[config.mk]
export PLATFORM = sky130hd
export DESIGN_NAME = output_uart_bridge_flat
export DESIGN_NICKNAME = d
export VERILOG_FILES = /design/src/rtl/output_uart_bridge_pkg.sv /design/src/rtl/output_uart_bridge_if.sv /design/src/rtl/output_uart_bridge_fifo.sv /design/src/rtl/output_uart_bridge.sv /design/src/flat_wrapper.sv
export SDC_FILE = /design/constraint.sdc
export NUM_CORES = 1
export LEC_CHECK = 0
export ABC_CLOCK_PERIOD_IN_PS = 3700
export CELL_PAD_IN_SITES_DETAIL_PLACEMENT = 0
export CELL_PAD_IN_SITES_GLOBAL_PLACEMENT = 2
export CORE_ASPECT_RATIO = 2
export CORE_MARGIN = 2
export CORE_UTILIZATION = 40
export DETAILED_ROUTE_END_ITERATION = 8
export DONT_BUFFER_PORTS = 1
export PLACE_DENSITY_LB_ADDON = 0.1
export SLEW_MARGIN = 0
export SYNTH_ARGS = -nofsm -noshare
export SYNTH_HDL_FRONTEND = slang
export SYNTH_SLANG_ARGS = --single-unit
[constraint.sdc]
create_clock -name clk -period 3.7 [get_ports clk]
set_input_delay 0.74 -clock clk [delete_from_list [all_inputs] [get_ports clk]]
set_output_delay 0.74 -clock clk [all_outputs]
set_load 0.02 [all_outputs]
[src/rtl/output_uart_bridge_pkg.sv]
// output_uart_pkg: shared definitions for the output UART bridge.
//   - uart_state_e : transmitter FSM states (PARITY exists in every build)
//   - DATA_BITS    : payload bits per frame
//   - FRAME_BITS_* : bit periods per frame without / with parity
//   - FRAME_BITS   : bit periods per frame for this build
// Optional feature macro: OUTPUT_UART_PARITY_EN (adds an even-parity bit).
package output_uart_pkg;

  typedef enum logic [2:0] {
    IDLE,
    START,
    DATA,
    PARITY,
    STOP
  } uart_state_e;

  localparam int unsigned DATA_BITS      = 8;
  localparam int unsigned FRAME_BITS_8N1 = 10;
  localparam int unsigned FRAME_BITS_8E1 = 11;

`ifdef OUTPUT_UART_PARITY_EN
  localparam int unsigned FRAME_BITS = FRAME_BITS_8E1;
`else
  localparam int unsigned FRAME_BITS = FRAME_BITS_8N1;
`endif

endpackage

[src/rtl/output_uart_bridge_if.sv]
// output_uart_bridge_if: CPU byte-output side plus UART/status outputs.
//   data_in     : byte from the CPU
//   data_in_new : one-cycle strobe, one byte per high cycle
//   tx          : UART serial line (idles high)
//   busy        : FIFO non-empty or frame in progress
//   overflow    : sticky dropped-byte flag
//   fifo_level  : FIFO occupancy
// Modports: master = CPU/bench side, slave = bridge side.
interface output_uart_bridge_if
  import output_uart_pkg::*;
#(
  parameter int unsigned FIFO_DEPTH = 16
) ();

  localparam int unsigned LVL_W = $clog2(FIFO_DEPTH) + 1;

  logic [DATA_BITS-1:0] data_in;
  logic                 data_in_new;
  logic                 tx;
  logic                 busy;
  logic                 overflow;
  logic [LVL_W-1:0]     fifo_level;

  modport master (
    output data_in, data_in_new,
    input  tx, busy, overflow, fifo_level
  );

  modport slave (
    input  data_in, data_in_new,
    output tx, busy, overflow, fifo_level
  );

endinterface

[src/rtl/output_uart_bridge_fifo.sv]
// byte_fifo: synchronous byte FIFO, power-of-two depth.
//   clk, rst : clock, asynchronous active-high reset
//   push/din : write request and data (ignored when full unless popping)
//   pop/dout : read request; dout shows the head entry combinationally
//   level    : occupancy; full/empty flags derived from it
module byte_fifo
  import output_uart_pkg::*;
#(
  parameter int unsigned DEPTH = 16
) (
  input  logic                   clk,
  input  logic                   rst,
  input  logic                   push,
  input  logic                   pop,
  input  logic [DATA_BITS-1:0]   din,
  output logic [DATA_BITS-1:0]   dout,
  output logic [$clog2(DEPTH):0] level,
  output logic                   full,
  output logic                   empty
);

  localparam int unsigned PTR_W = $clog2(DEPTH);
  localparam int unsigned LVL_W = PTR_W + 1;

  logic [DATA_BITS-1:0] mem_q [DEPTH];
  logic [PTR_W-1:0]     wr_ptr_q, wr_ptr_d;
  logic [PTR_W-1:0]     rd_ptr_q, rd_ptr_d;
  logic [LVL_W-1:0]     level_q, level_d;
  logic                 wr_en, rd_en;

  assign full  = (level_q == LVL_W'(DEPTH));
  assign empty = (level_q == '0);
  assign level = level_q;
  assign dout  = mem_q[rd_ptr_q];

  // A write into a full FIFO is allowed when the head leaves on the same edge.
  assign wr_en = push & (~full | pop);
  assign rd_en = pop & ~empty;

  always_comb begin
    wr_ptr_d = wr_ptr_q;
    rd_ptr_d = rd_ptr_q;
    level_d  = level_q;
    if (wr_en) wr_ptr_d = wr_ptr_q + 1'b1;
    if (rd_en) rd_ptr_d = rd_ptr_q + 1'b1;
    case ({wr_en, rd_en})
      2'b10:   level_d = level_q + 1'b1;
      2'b01:   level_d = level_q - 1'b1;
      default: level_d = level_q;
    endcase
  end

  always_ff @(posedge clk) begin
    if (wr_en) mem_q[wr_ptr_q] <= din;
  end

  always_ff @(posedge clk or posedge rst) begin
    if (rst) begin
      wr_ptr_q <= '0;
      rd_ptr_q <= '0;
      level_q  <= '0;
    end else begin
      wr_ptr_q <= wr_ptr_d;
      rd_ptr_q <= rd_ptr_d;
      level_q  <= level_d;
    end
  end

endmodule

[src/rtl/output_uart_bridge.sv]
// output_uart_bridge: buffers CPU output bytes and sends them as UART frames.
//   clk, rst : clock, asynchronous active-high reset
//   bus      : output_uart_bridge_if.slave (data_in, data_in_new, tx, busy,
//              overflow, fifo_level)
// Parameters: CLKS_PER_BIT (>= 2), FIFO_DEPTH (power of two, >= 2).
// Optional feature macro: OUTPUT_UART_PARITY_EN adds an even-parity bit
// between the data bits and the stop bit.
module output_uart_bridge
  import output_uart_pkg::*;
#(
  parameter int unsigned CLKS_PER_BIT = 16,
  parameter int unsigned FIFO_DEPTH   = 16
) (
  input  logic                 clk,
  input  logic                 rst,
  output_uart_bridge_if.slave  bus
);

  localparam int unsigned CNT_W = $clog2(CLKS_PER_BIT);
  localparam int unsigned LVL_W = $clog2(FIFO_DEPTH) + 1;

  uart_state_e          state_q, state_d;
  logic [CNT_W-1:0]     clk_cnt_q, clk_cnt_d;
  logic [2:0]           bit_cnt_q, bit_cnt_d;
  logic [DATA_BITS-1:0] shift_q, shift_d;
  logic                 tx_q, tx_d;
  logic                 overflow_q, overflow_d;
`ifdef OUTPUT_UART_PARITY_EN
  logic                 parity_q, parity_d;
`endif

  logic [DATA_BITS-1:0] fifo_dout;
  logic [LVL_W-1:0]     fifo_level;
  logic                 fifo_full, fifo_empty;
  logic                 push, pop;
  logic                 bit_end;

  byte_fifo #(
    .DEPTH (FIFO_DEPTH)
  ) u_fifo (
    .clk   (clk),
    .rst   (rst),
    .push  (push),
    .pop   (pop),
    .din   (bus.data_in),
    .dout  (fifo_dout),
    .level (fifo_level),
    .full  (fifo_full),
    .empty (fifo_empty)
  );

  assign push       = bus.data_in_new & (~fifo_full | pop);
  assign overflow_d = overflow_q | (bus.data_in_new & ~push);
  assign bit_end    = (clk_cnt_q == CNT_W'(CLKS_PER_BIT - 1));

  assign bus.tx         = tx_q;
  assign bus.overflow   = overflow_q;
  assign bus.fifo_level = fifo_level;
  assign bus.busy       = (state_q != IDLE) | (fifo_level != '0);

  // tx_d is derived from the current state and registered, so the line
  // trails the FSM by one cycle; every state still lasts CLKS_PER_BIT cycles.
  always_comb begin
    state_d   = state_q;
    clk_cnt_d = clk_cnt_q;
    bit_cnt_d = bit_cnt_q;
    shift_d   = shift_q;
    tx_d      = 1'b1;
    pop       = 1'b0;
`ifdef OUTPUT_UART_PARITY_EN
    parity_d  = parity_q;
`endif
    case (state_q)
      IDLE: begin
        tx_d = 1'b1;
        if (!fifo_empty) begin
          pop       = 1'b1;
          shift_d   = fifo_dout;
          bit_cnt_d = '0;
          clk_cnt_d = '0;
`ifdef OUTPUT_UART_PARITY_EN
          parity_d  = ^fifo_dout;
`endif
          state_d   = START;
        end
      end
      START: begin
        tx_d = 1'b0;
        if (bit_end) begin
          clk_cnt_d = '0;
          state_d   = DATA;
        end else begin
          clk_cnt_d = clk_cnt_q + 1'b1;
        end
      end
      DATA: begin
        tx_d = shift_q[0];
        if (bit_end) begin
          clk_cnt_d = '0;
          shift_d   = shift_q >> 1;
          if (bit_cnt_q == 3'(DATA_BITS - 1)) begin
            bit_cnt_d = '0;
`ifdef OUTPUT_UART_PARITY_EN
            state_d   = PARITY;
`else
            state_d   = STOP;
`endif
          end else begin
            bit_cnt_d = bit_cnt_q + 1'b1;
          end
        end else begin
          clk_cnt_d = clk_cnt_q + 1'b1;
        end
      end
`ifdef OUTPUT_UART_PARITY_EN
      PARITY: begin
        tx_d = parity_q;
        if (bit_end) begin
          clk_cnt_d = '0;
          state_d   = STOP;
        end else begin
          clk_cnt_d = clk_cnt_q + 1'b1;
        end
      end
`endif
      STOP: begin
        tx_d = 1'b1;
        if (bit_end) begin
          clk_cnt_d = '0;
          // Chain straight into the next frame when a byte is waiting.
          if (!fifo_empty) begin
            pop       = 1'b1;
            shift_d   = fifo_dout;
            bit_cnt_d = '0;
`ifdef OUTPUT_UART_PARITY_EN
            parity_d  = ^fifo_dout;
`endif
            state_d   = START;
          end else begin
            state_d   = IDLE;
          end
        end else begin
          clk_cnt_d = clk_cnt_q + 1'b1;
        end
      end
      default: begin
        state_d = IDLE;
      end
    endcase
  end

  always_ff @(posedge clk or posedge rst) begin
    if (rst) begin
      state_q    <= IDLE;
      clk_cnt_q  <= '0;
      bit_cnt_q  <= '0;
      shift_q    <= '0;
      tx_q       <= 1'b1;
      overflow_q <= 1'b0;
`ifdef OUTPUT_UART_PARITY_EN
      parity_q   <= 1'b0;
`endif
    end else begin
      state_q    <= state_d;
      clk_cnt_q  <= clk_cnt_d;
      bit_cnt_q  <= bit_cnt_d;
      shift_q    <= shift_d;
      tx_q       <= tx_d;
      overflow_q <= overflow_d;
`ifdef OUTPUT_UART_PARITY_EN
      parity_q   <= parity_d;
`endif
    end
  end

endmodule
[src/flat_wrapper.sv]
// flat-port wrapper written by rule: the top's interface ports become plain ports
module output_uart_bridge_flat import output_uart_pkg::*;
#(
  parameter int unsigned CLKS_PER_BIT = 16,
  parameter int unsigned FIFO_DEPTH   = 16
)
  (clk, rst, bus_data_in, bus_data_in_new, bus_tx, bus_busy, bus_overflow, bus_fifo_level);
  output_uart_bridge_if #(.FIFO_DEPTH(FIFO_DEPTH)) bus_i ();
  input  logic clk;
  input  logic rst;
  input wire logic [$bits(bus_i.data_in)-1:0] bus_data_in;
  input wire logic [$bits(bus_i.data_in_new)-1:0] bus_data_in_new;
  output wire logic [$bits(bus_i.tx)-1:0] bus_tx;
  output wire logic [$bits(bus_i.busy)-1:0] bus_busy;
  output wire logic [$bits(bus_i.overflow)-1:0] bus_overflow;
  output wire logic [$bits(bus_i.fifo_level)-1:0] bus_fifo_level;
  assign bus_i.data_in = bus_data_in;
  assign bus_i.data_in_new = bus_data_in_new;
  assign bus_tx = bus_i.tx;
  assign bus_busy = bus_i.busy;
  assign bus_overflow = bus_i.overflow;
  assign bus_fifo_level = bus_i.fifo_level;
  output_uart_bridge #(.CLKS_PER_BIT(CLKS_PER_BIT), .FIFO_DEPTH(FIFO_DEPTH)) u_core (.clk(clk), .rst(rst), .bus(bus_i));
endmodule
### Word-level counts from Yosys, hierarchy flattened

Memories as Yosys holds them, arrays and structs flattened.
Index checks and enable logic that the tools add are counted.

* add/subtract/negate cells: 6
* multiply operators: 0
* div/mod/pow operators: 0
* magnitude comparators: 0
* equality and inequality tests: 13
* shift operators: 0
* multiplexer cells: 26
* bitwise operators: 10
* reductions and logical operators: 11

Operators by type and width (count)
* 2-to-1 mux 3 bit: 9
* 2-to-1 mux 8 bit: 3
* case mux 8 bit (3 select lines): 1
* adder 4 x 1 -> 4 bit, second input constant: 3
* case mux 3 bit (4 select lines): 1
* case mux 5 bit (2 select lines): 1
* case mux 3 bit (3 select lines): 1
* 2-to-1 mux 4 bit: 2
* inequality test 2 x 1 -> 1 bit, second input constant: 4
* case mux 4 bit (2 select lines): 1
* == test 3 bit, second input constant: 2
* nonzero test 3 bit: 2
* adder 5 x 1 -> 5 bit, second input constant: 1
* == test 5 bit, second input constant: 1
* logical NOT 5 bit: 1
* 2-to-1 mux 1 bit: 5
* AND reduction 5 bit: 1
* nonzero test 5 bit: 1
* subtractor 5 x 1 -> 5 bit, second input constant: 1
* AND 1 bit: 4
* == test 4 bit, second input constant: 1
* case mux 1 bit (2 select lines): 2
* nonzero test 2 bit: 2
* adder 3 x 1 -> 3 bit, second input constant: 1
* other kinds (11): 15

* register bits after elaboration: 33
* latch bits: 0
* memory bits (writable): 128
* bits in read-only memories: 0
* input bits: 11
* output and inout bits: 8
* logic and storage cells: 76
* memories: 1

Memories
* u_core.u_fifo.mem_q: words 16, width 8, rd ports 1, clocked after memory_dff 0, write ports 1, RTL line output_uart_bridge_fifo.sv:25 `logic [DATA_BITS-1:0] mem_q [DEPTH];`

### Logic depth before layout (Yosys ltp)

Gate-level depths: netlist of the first run.

* word-level depth: 9
* gate-level depth with buffers: 14
* gate-level depth less buffers: 13

### Cells and area by module

From an unflattened synthesis of the first run, not the netlist that was laid out.

* cells, all modules: 429
* area total of the unflattened synthesis: 6906.6 um^2

Modules (own cells, without submodules)
* byte_fifo: instances 1, cells an instance 328, area each 5818.1 um^2, sequential area each 4169.0 um^2
* output_uart_bridge: instances 1, cells an instance 101, area each 1088.5 um^2, sequential area each 501.7 um^2

### Worst setup path before layout of the first run

OpenSTA, ideal clock, no wires.

* kind: reg2reg
* from: register u_core.clk_cnt_q[0]
* to: register u_core.u_fifo.level_q[4], in the netlist u_core.u_fifo.level[4]
* setup time: 0.079 ns
* arrival: 2.742 ns
* data required time: 3.621 ns
* setup slack: 0.878 ns
* cell stages (with the launch flop): 15
* path buffers: 1
* clock period less this slack: 2.822 ns
* path through: dfrtp_1 ha_1 and3_1 buf_2 o21ai_2 a31oi_4 inv_2 ha_1 inv_1 fa_1 nor2b_1 o21ai_0 and3_1 nor3_1 xor2_1

* word-level cells in the longest chain between the ends: 8
* elaborated cells on any way between the ends: 11

Ends and longest elaborated chain
* from (decl): RTL line output_uart_bridge.sv:23 `logic [CNT_W-1:0] clk_cnt_q, clk_cnt_d;`
* from (signal assigned): RTL line output_uart_bridge.sv:165 `clk_cnt_q <= clk_cnt_d;`
* == test 4 bit *: RTL line output_uart_bridge.sv:54 `assign bit_end = (clk_cnt_q == CNT_W'(CLKS_PER_BIT - 1));`
* 2-to-1 mux 1 bit *: RTL line output_uart_bridge.sv:128 `if (bit_end) begin`
* case mux 1 bit (2 select lines) *: RTL line output_uart_bridge.sv:73 `case (state_q)`
* OR 1 bit: RTL line output_uart_bridge_fifo.sv:37, output_uart_bridge.sv:52
* AND 1 bit: RTL line output_uart_bridge.sv:52 `assign push = bus.data_in_new & (~fifo_full | pop);`
* AND 1 bit: RTL line output_uart_bridge_fifo.sv:37 `assign wr_en = push & (~full | pop);`
* == test 2 x 1 -> 1 bit or == test 2 bit (tied branches): RTL line output_uart_bridge_fifo.sv:46 `case ({wr_en, rd_en})`
* case mux 5 bit (2 select lines) or nonzero test 2 bit (tied branches)
* to (signal assigned): RTL line output_uart_bridge_fifo.sv:65 `level_q <= level_d;`
* to (decl): RTL line output_uart_bridge_fifo.sv:28 `logic [LVL_W-1:0] level_q, level_d;`

Mark *: on every way between the ends. The rest lies on a longest branch, timed or not.
A chain may end at the register's enable or synchronous reset.

### Worst setup path after layout of the first run

Same ends and word-level chain as after synthesis.

==> results of run 1 <==
==> layout make-up <==
cell class,count,area (sq um)
clock inverters,11,81.3
fillers,1481,9060
flip-flops and latches,161,4670
clock buffers,20,437
repair buffers,15,125
multi-input cells,204,1900
inverters,18,67.6
well taps,207,259
==> registers in the layout (all words and copies together) (netlist names) <==
signal                  cells
u_core.u_fifo.mem_q       128
u_core.u_fifo.level         5
u_core.u_fifo.rd_ptr_q      4
u_core.bit_cnt_q            3
u_core.u_fifo.wr_ptr_q      4
u_core.shift_q              8
u_core.clk_cnt_q            4
u_core.bus.tx               1
u_core.state_q              3
u_core.bus.overflow         1
==> layout by cell type (no fill, tap or decap), types with 5 or more instances in the layout <==
| master | instances |
|---|---|
| xor2_1 | 5 |
| ha_1 | 12 |
| nor3_1 | 6 |
| o21ai_0 | 8 |
| a22oi_1 | 16 |
| dfrtp_1 | 31 |
| buf_4 | 14 |
| edfxtp_1 | 128 |
| and3_1 | 6 |
| mux4_2 | 32 |
| nor2_1 | 21 |
| clkbuf_16 | 17 |
| nand3_1 | 5 |
| xnor2_1 | 5 |
| inv_1 | 17 |
| nand2_1 | 14 |
| a21oi_1 | 30 |
==> layer usage <==
metal  GRT usage  up-vias  part of all wire
li1            -     1602                 -
met1       0.193     1780              0.39
met2       0.293       51              0.57
met3      0.0354        8             0.026
met4      0.0560        0            0.0074
met5           0        -                 0
==> worst max-delay path: stages (launching register included) <==
cell and delay, ps:
dfrtp_1 410, ha_1 240, and3_1 270, o21ai_2 260, a31oi_4 180, inv_2 190, ha_1 250, inv_1 100
fa_1 400, nor2b_1 110, o21ai_0 100, and3_1 190, nor3_1 160, xor2_1 160
==> final timing paths <==
path | endpoint | slack [ps] | cells after the start
setup / recovery | u_core.u_fifo.level[4] | 600 | 13
hold / removal | u_core.clk_cnt_q[1] | 310 | 2
setup reg to reg | u_core.u_fifo.level[4] | 600 | 13
hold reg to reg | u_core.bit_cnt_q[0] | 490 | 1
max in group asynchronous | u_core.bus.tx | 3060 | 2
min in group clk | u_core.u_fifo.mem_q[11][0] | 420 | 0
==> cell usage after synthesis (3+ instances only) <==
cell and count:
o21ai_1 4, mux2i_1 3, a22oi_1 16, nand2_1 14, nor2_2 3, and3_1 6, xor2_1 5, nor3_1 6
nor2_1 21, xnor2_1 5, nand3_1 5, mux4_2 32, a21oi_1 30, edfxtp_1 128, nand2b_1 3, dfrtp_1 32
buf_1 3, inv_1 17, o21ai_0 8, buf_2 6, nor2b_1 3, nor4_1 4, clkbuf_1 6, ha_1 12
buf_6 4
==> stage by stage <==
| stage | setup slack, ps | cells | power (W) | instance area (sq um) |
|---|---|---|---|---|
| 2_1_floorplan | 878 | 404 | 0.00378 | 6740 |
| 3_3_place_gp | 651 | 605 | 0.00420 | 7020 |
| 3_5_place_dp | 603 | 605 | 0.00424 | 7020 |
| 4_1_cts | 569 | 636 | 0.00580 | 7540 |
| 5_1_grt | 337 | 636 | 0.00604 | 7540 |
| 6_report | 604 | 636 | 0.00570 | 7540 |
==> power breakdown <==
group	leakage (nW)	switching (W)	internal, W	total (W)
registers	1.55	0.000277	0.00226	0.00254
clock network	0.243	0.000690	0.000859	0.00155
logic	0.814	0.000901	0.000716	0.00162
total	2.61	0.00187	0.00384	0.00570
==> kinds of logic (layout without fill, tap and decap cells) <==
kind of cell / after synthesis / count (layout)
flip-flops: 161 / 161
multiplexers: 36 / 36
AND/OR/NAND/NOR: 75 / 75
XOR/XNOR: 10 / 10
AO/OA/AOI/OAI: 70 / 70
adder cells (fa/ha/maj): 13 / 13
buffers and inverters: 39 / 64
==> results.toml, run 1 <==
[die]
die_h_microns = 188
die_width_microns = 95.8
floorplan.initialDensity = 0.406
floorplan.core_area_sq_um = 16600
die-area_sq_um = 18000
io_pins = 19
core.rowCount = 67

[critical_path]
timing.critical_path.from = "u_core.clk_cnt_q[0]"
worst_setup_path_end_kind = "flop"
worst_ep_arrival_time_ps = 3430
critical_path_required_ps = 4040
timing.setup.critical_path_class = "flop to flop"
worstPathMaxFanout = 8
start_kind = "flop"
worstReg2RegStart = "u_core.clk_cnt_q[0]"

[clock_network]
htree_levels = 4
tritoncts_clock_tree = "built"
hold_buffers = 0
post_cts.resized_instances = 0
clk_pin_slew_worst_paths_ps = 60
postCtsSetupBuffers = 0
cts_num_sinks = 161
clock_latency_on_the_worst_skew_pair_ps = 420
cts_max_path_buffers = 2
cts_inserted_buffers = 17
cts_root_buf = "clkbuf_16"

[finish]
share_of_layout_cells_above_drive_strength_1 = 0.210
finish.utilization = 0.454
final_net_count = 441
area_growth_syn_to_layout_pct = 11.8
diodes = 0

[logic_synthesis]
synth_cell_types = 53
compound_gate_fraction_of_synth_area = 0.0705
synthesis.area_sq_um = 6740
synthDominantAreaCellType = "edfxtp_1"
synth_xor_xnor_area_share = 0.0130
largest_family_of_logic_cells_by_synthesized_area = "multiplexers"
synth_top_flop_cell = "edfxtp_1"
seq_area_frac_synth = 0.693
post_synthesis_mux_area_share = 0.113
synth_warn = 0
synth.net_count = 428
asyncSetResetFlopFracSynth = 0.205
synth-seq-cells = 161
post_synth_top_area_share = 0.570
avgSynthCellArea_sq_um = 16.7
synth-edff-count = 128
post_synth_and_or_nand_nor_area_fraction = 0.0577
top_cells_by_area_synth = "edfxtp_1 (57%), dfrtp_1 (12%), mux4_2 (11%)"
count_of_mapped_cells_out_of_synthesis = 404
yosys.area_share.adder = 0.0252

[routing]
drc = 0
routed_wl_mm = 13.5
drtAntennaViolNets = 0
dr_total_vias = 3441
detail_routed_net_length_per_standard_cell_microns = 21.2
detail_route.first_pass.iterations = 5
post_drt_via_cell_ratio = 5.41
drt_iter0_drc = 173

[power_and_ir_drop]
ir_worst_vdd_mv = 0.342
pwr_density_cell_nw_per_um2 = 757
power_leakage_nw = 2.61

[placement]
dp_hpwl_mm = 8.82
gp_congestion = 0.777
place.port_buffers = 0

[timing]
maxClockFrequency_ghz = 0.323
fin_worst_hold_slack_ps = 311
final_setup_viols = 0
hold_viol = 0
finalClockSkew_ps = 11.5
rsz_0062_raised_after_global_routing = "false"
tightest_slew_ps = 839
tns_ps = 0
slew_violations = 0
finalCriticalPeriod_ps = 3100
fin_crit_sh = 0.837
slew-limit-headroom = 0.440

[grt]
first_global_vias = 3614
grt_antenna_before_repair = 0
grt_use_total = 0.165
first_pass_grt_wire_length_mm = 20.9
overflow = 0
grt_max_degree = 36

[hold_path]
min_path_type = "primary input to asynchronous set/reset pin"

[flow_run]
max_cap_violations = 0

[status]
run_status = "finished clean"
Note: power is estimated with default switching activity, not from simulation.
==> inputs of run 2 (changes only) <==
--- a/config.mk
+++ b/config.mk
@@ -5,7 +5,7 @@
 export SDC_FILE = /design/constraint.sdc
 export NUM_CORES = 1
 export LEC_CHECK = 0
-export ABC_CLOCK_PERIOD_IN_PS = 3700
+export ABC_CLOCK_PERIOD_IN_PS = 2680
 export CELL_PAD_IN_SITES_DETAIL_PLACEMENT = 0
 export CELL_PAD_IN_SITES_GLOBAL_PLACEMENT = 2
 export CORE_ASPECT_RATIO = 2
==> constraint.sdc (replaced) <==
create_clock -name clk -period 2.68 [get_ports clk]
set_input_delay 0.536 -clock clk [delete_from_list [all_inputs] [get_ports clk]]
set_output_delay 0.536 -clock clk [all_outputs]
set_load 0.02 [all_outputs]
==> run 2 against run 1 <==
Effect of this change: cell count up 4.1%; count of clock-buffer cells in the layout down 2; sequential power up 37%; clock power up 60%; setup slack worse by 430 ps; largest power group unchanged; highest routed layer unchanged.
==> results.toml, run 2 (same netlist as run 1, synthesis figures left out) <==
[critical_path]
timing.setup.critical_path_class = "flop to flop"
critPathMaxStageDelay_ps = 390
start_kind = "flop"
worstPathMaxFanout = 4
critical_path_required_ps = 3000
worst_setup_path_end_kind = "flop"
cp_cell_sequence = "ha_2 > and3_4 > o21ai_4 > a31oi_4 > inv_2 > ha_4 > inv_1 > fa_2 > nor2b_1 > o21ai_1 > and3_1 > nor3_2 > xor2_1"
worst_ep_arrival_time_ps = 2830
cp_slowest_cell = "dfrtp_1"

[routing]
drt_iter0_drc = 289
detail_route.first_pass.iterations = 4
detail_routed_net_length_per_standard_cell_microns = 21.1
drc = 0
post_drt_via_cell_ratio = 5.40
drtAntennaViolNets = 0
routed_wl_mm = 13.9
dr_total_vias = 3576

[clock_network]
htree_levels = 4
clock_latency_on_the_worst_skew_pair_ps = 410
cts_num_sinks = 161
cts_root_buf = "clkbuf_16"
cts_max_path_buffers = 2
tritoncts_clock_tree = "built"
clk_pin_slew_worst_paths_ps = 60
hold_buffers = 0
cts_inserted_buffers = 17

[placement]
gp_congestion = 0.780
dp_hpwl_mm = 9.41
dpl_cell_area_sq_um = 7240
place.port_buffers = 0
placed_cells = 627

[grt]
first_global_vias = 3727
overflow = 0
first_pass_grt_wire_length_mm = 21.4
grt_use_total = 0.167
grt_antenna_before_repair = 0
grt_max_degree = 35

[power_and_ir_drop]
switching_share_of_power = 0.311
switching_power_of_the_nets_w = 0.00266
combPwrFrac = 0.302
ir_worst_vdd_mv = 0.574
intPower_w = 0.00588
power.clock.fraction = 0.291
pwr_density_cell_nw_per_um2 = 1080
power_frac_seq = 0.407
power_leakage_nw = 2.80

[timing]
finalClockSkew_ps = 8.66
slew_violations = 0
tightest_slew_ps = 491
fin_crit_sh = 0.937
slew-limit-headroom = 0.673
final_setup_viols = 0
rsz_0062_raised_after_global_routing = "false"
hold_viol = 0
tns_ps = 0
maxClockFrequency_ghz = 0.398
finalCriticalPeriod_ps = 2510

[die]
core.rowCount = 67
io_pins = 19
floorplan.initialDensity = 0.406
die_h_microns = 188
die-area_sq_um = 18000
die_width_microns = 95.8
floorplan.core_area_sq_um = 16600

[finish]
largest_register_ff_count = 128
top_library_cells_by_usage_in_the_layout_fill_and_taps_aside = "edfxtp_1 (128), buf_4 (39), mux4_2 (32), a21oi_1 (30), dfrtp_1 (30)"
postLayoutCellArea_sq_um = 7900
area_growth_syn_to_layout_pct = 17.1
finalNonFillerCells = 662
share_of_layout_cells_above_drive_strength_1 = 0.270
final_net_count = 467
mostFrequentLayoutCell = "edfxtp_1"
top_register = "u_core.u_fifo.mem_q"
diodes = 0
final.fill_count = 1414
seq_area_sq_um = 4670
multi_input_area_sq_um = 1960

[status]
run_status = "finished clean"

[flow_run]
max_cap_violations = 0

[hold_path]
min_path_type = "primary input to asynchronous set/reset pin"
==> run 2: cell count changes in the layout (fill, tap and decap cells not counted), sizes merged <==
cell      delta
buf         +26
bufinv       +4
clkbuf       -2
clkinv       +1
clkinvlp     -4
inv          +1
==> run 2: through the flow <==
step | setup slack, ps | utilization | power [W] | hold slack (ps)
after global routing | 2.10 | 0.476 | 0.00900 | 153
after global placement | 122 | 0.436 | 0.00603 | 464
after floorplan | 48.9 | - | 0.00523 | 457
after detailed placement | 50.5 | 0.436 | 0.00610 | 489
final | 169 | 0.476 | 0.00854 | 111
after CTS | 30.0 | 0.473 | 0.00860 | 117
==> run 2: worst paths after layout <==
kind | from | slack, ps | cells after the start | end
worst max register to register | u_core.clk_cnt_q[0] | 170 | 13 | u_core.u_fifo.level[4]
worst min-delay path | rst | 110 | 2 | u_core.clk_cnt_q[3]
worst min register to register | u_core.bit_cnt_q[0] | 490 | 1 | u_core.bit_cnt_q[0]
min in group clk | bus_data_in[6] | 220 | 0 | u_core.u_fifo.mem_q[11][6]
worst max-delay path | u_core.clk_cnt_q[0] | 170 | 13 | u_core.u_fifo.level[4]
max in group asynchronous | rst | 2230 | 2 | u_core.u_fifo.rd_ptr_q[0]
==> run 2: area by class of cell <==
class                      count  share of cell area
inverter                      18             0.00855
tap                          207              0.0328
clock buffer                  18              0.0543
timing repair buffer          41              0.0421
clock inverter                13              0.0227
multi-input combinational    204               0.248
sequential                   161               0.592
==> run 2: worst max-delay path: cells and delay by family (launching register included) <==
family | cells | cell delay, ps
fa+ha+maj | 3 | 720
simple gates | 4 | 630
flops | 1 | 390
buf+inv | 2 | 170
compound gates | 3 | 360
xor+xnor | 1 | 150
==> run 2: repair_timing <==
action,CTS,global route
endpoints found under the hold margin,0,0
setup buffers,0,4
setup endpoints to repair,0,1
gates resized for setup,0,5
==> run 2: power by group through the flow <==
| stage | logic (W) | clock network (W) | registers (W) |
|---|---|---|---|
| after floorplan | 0.00184 | 0 | 0.00340 |
| after global placement | 0.00254 | 0 | 0.00349 |
| after detailed placement | 0.00258 | 0 | 0.00352 |
| after CTS | 0.00258 | 0.00254 | 0.00347 |
| after global routing | 0.00281 | 0.00265 | 0.00353 |
| final | 0.00258 | 0.00248 | 0.00348 |
==> run 2: metal layers <==
metal,wire (microns),vias to the layer above,global-route usage
met4,133,0,0.0511
li1,-,1657,-
met5,0,-,0
met1,5680,1881,0.206
met2,7840,33,0.292
met3,292,5,0.0313
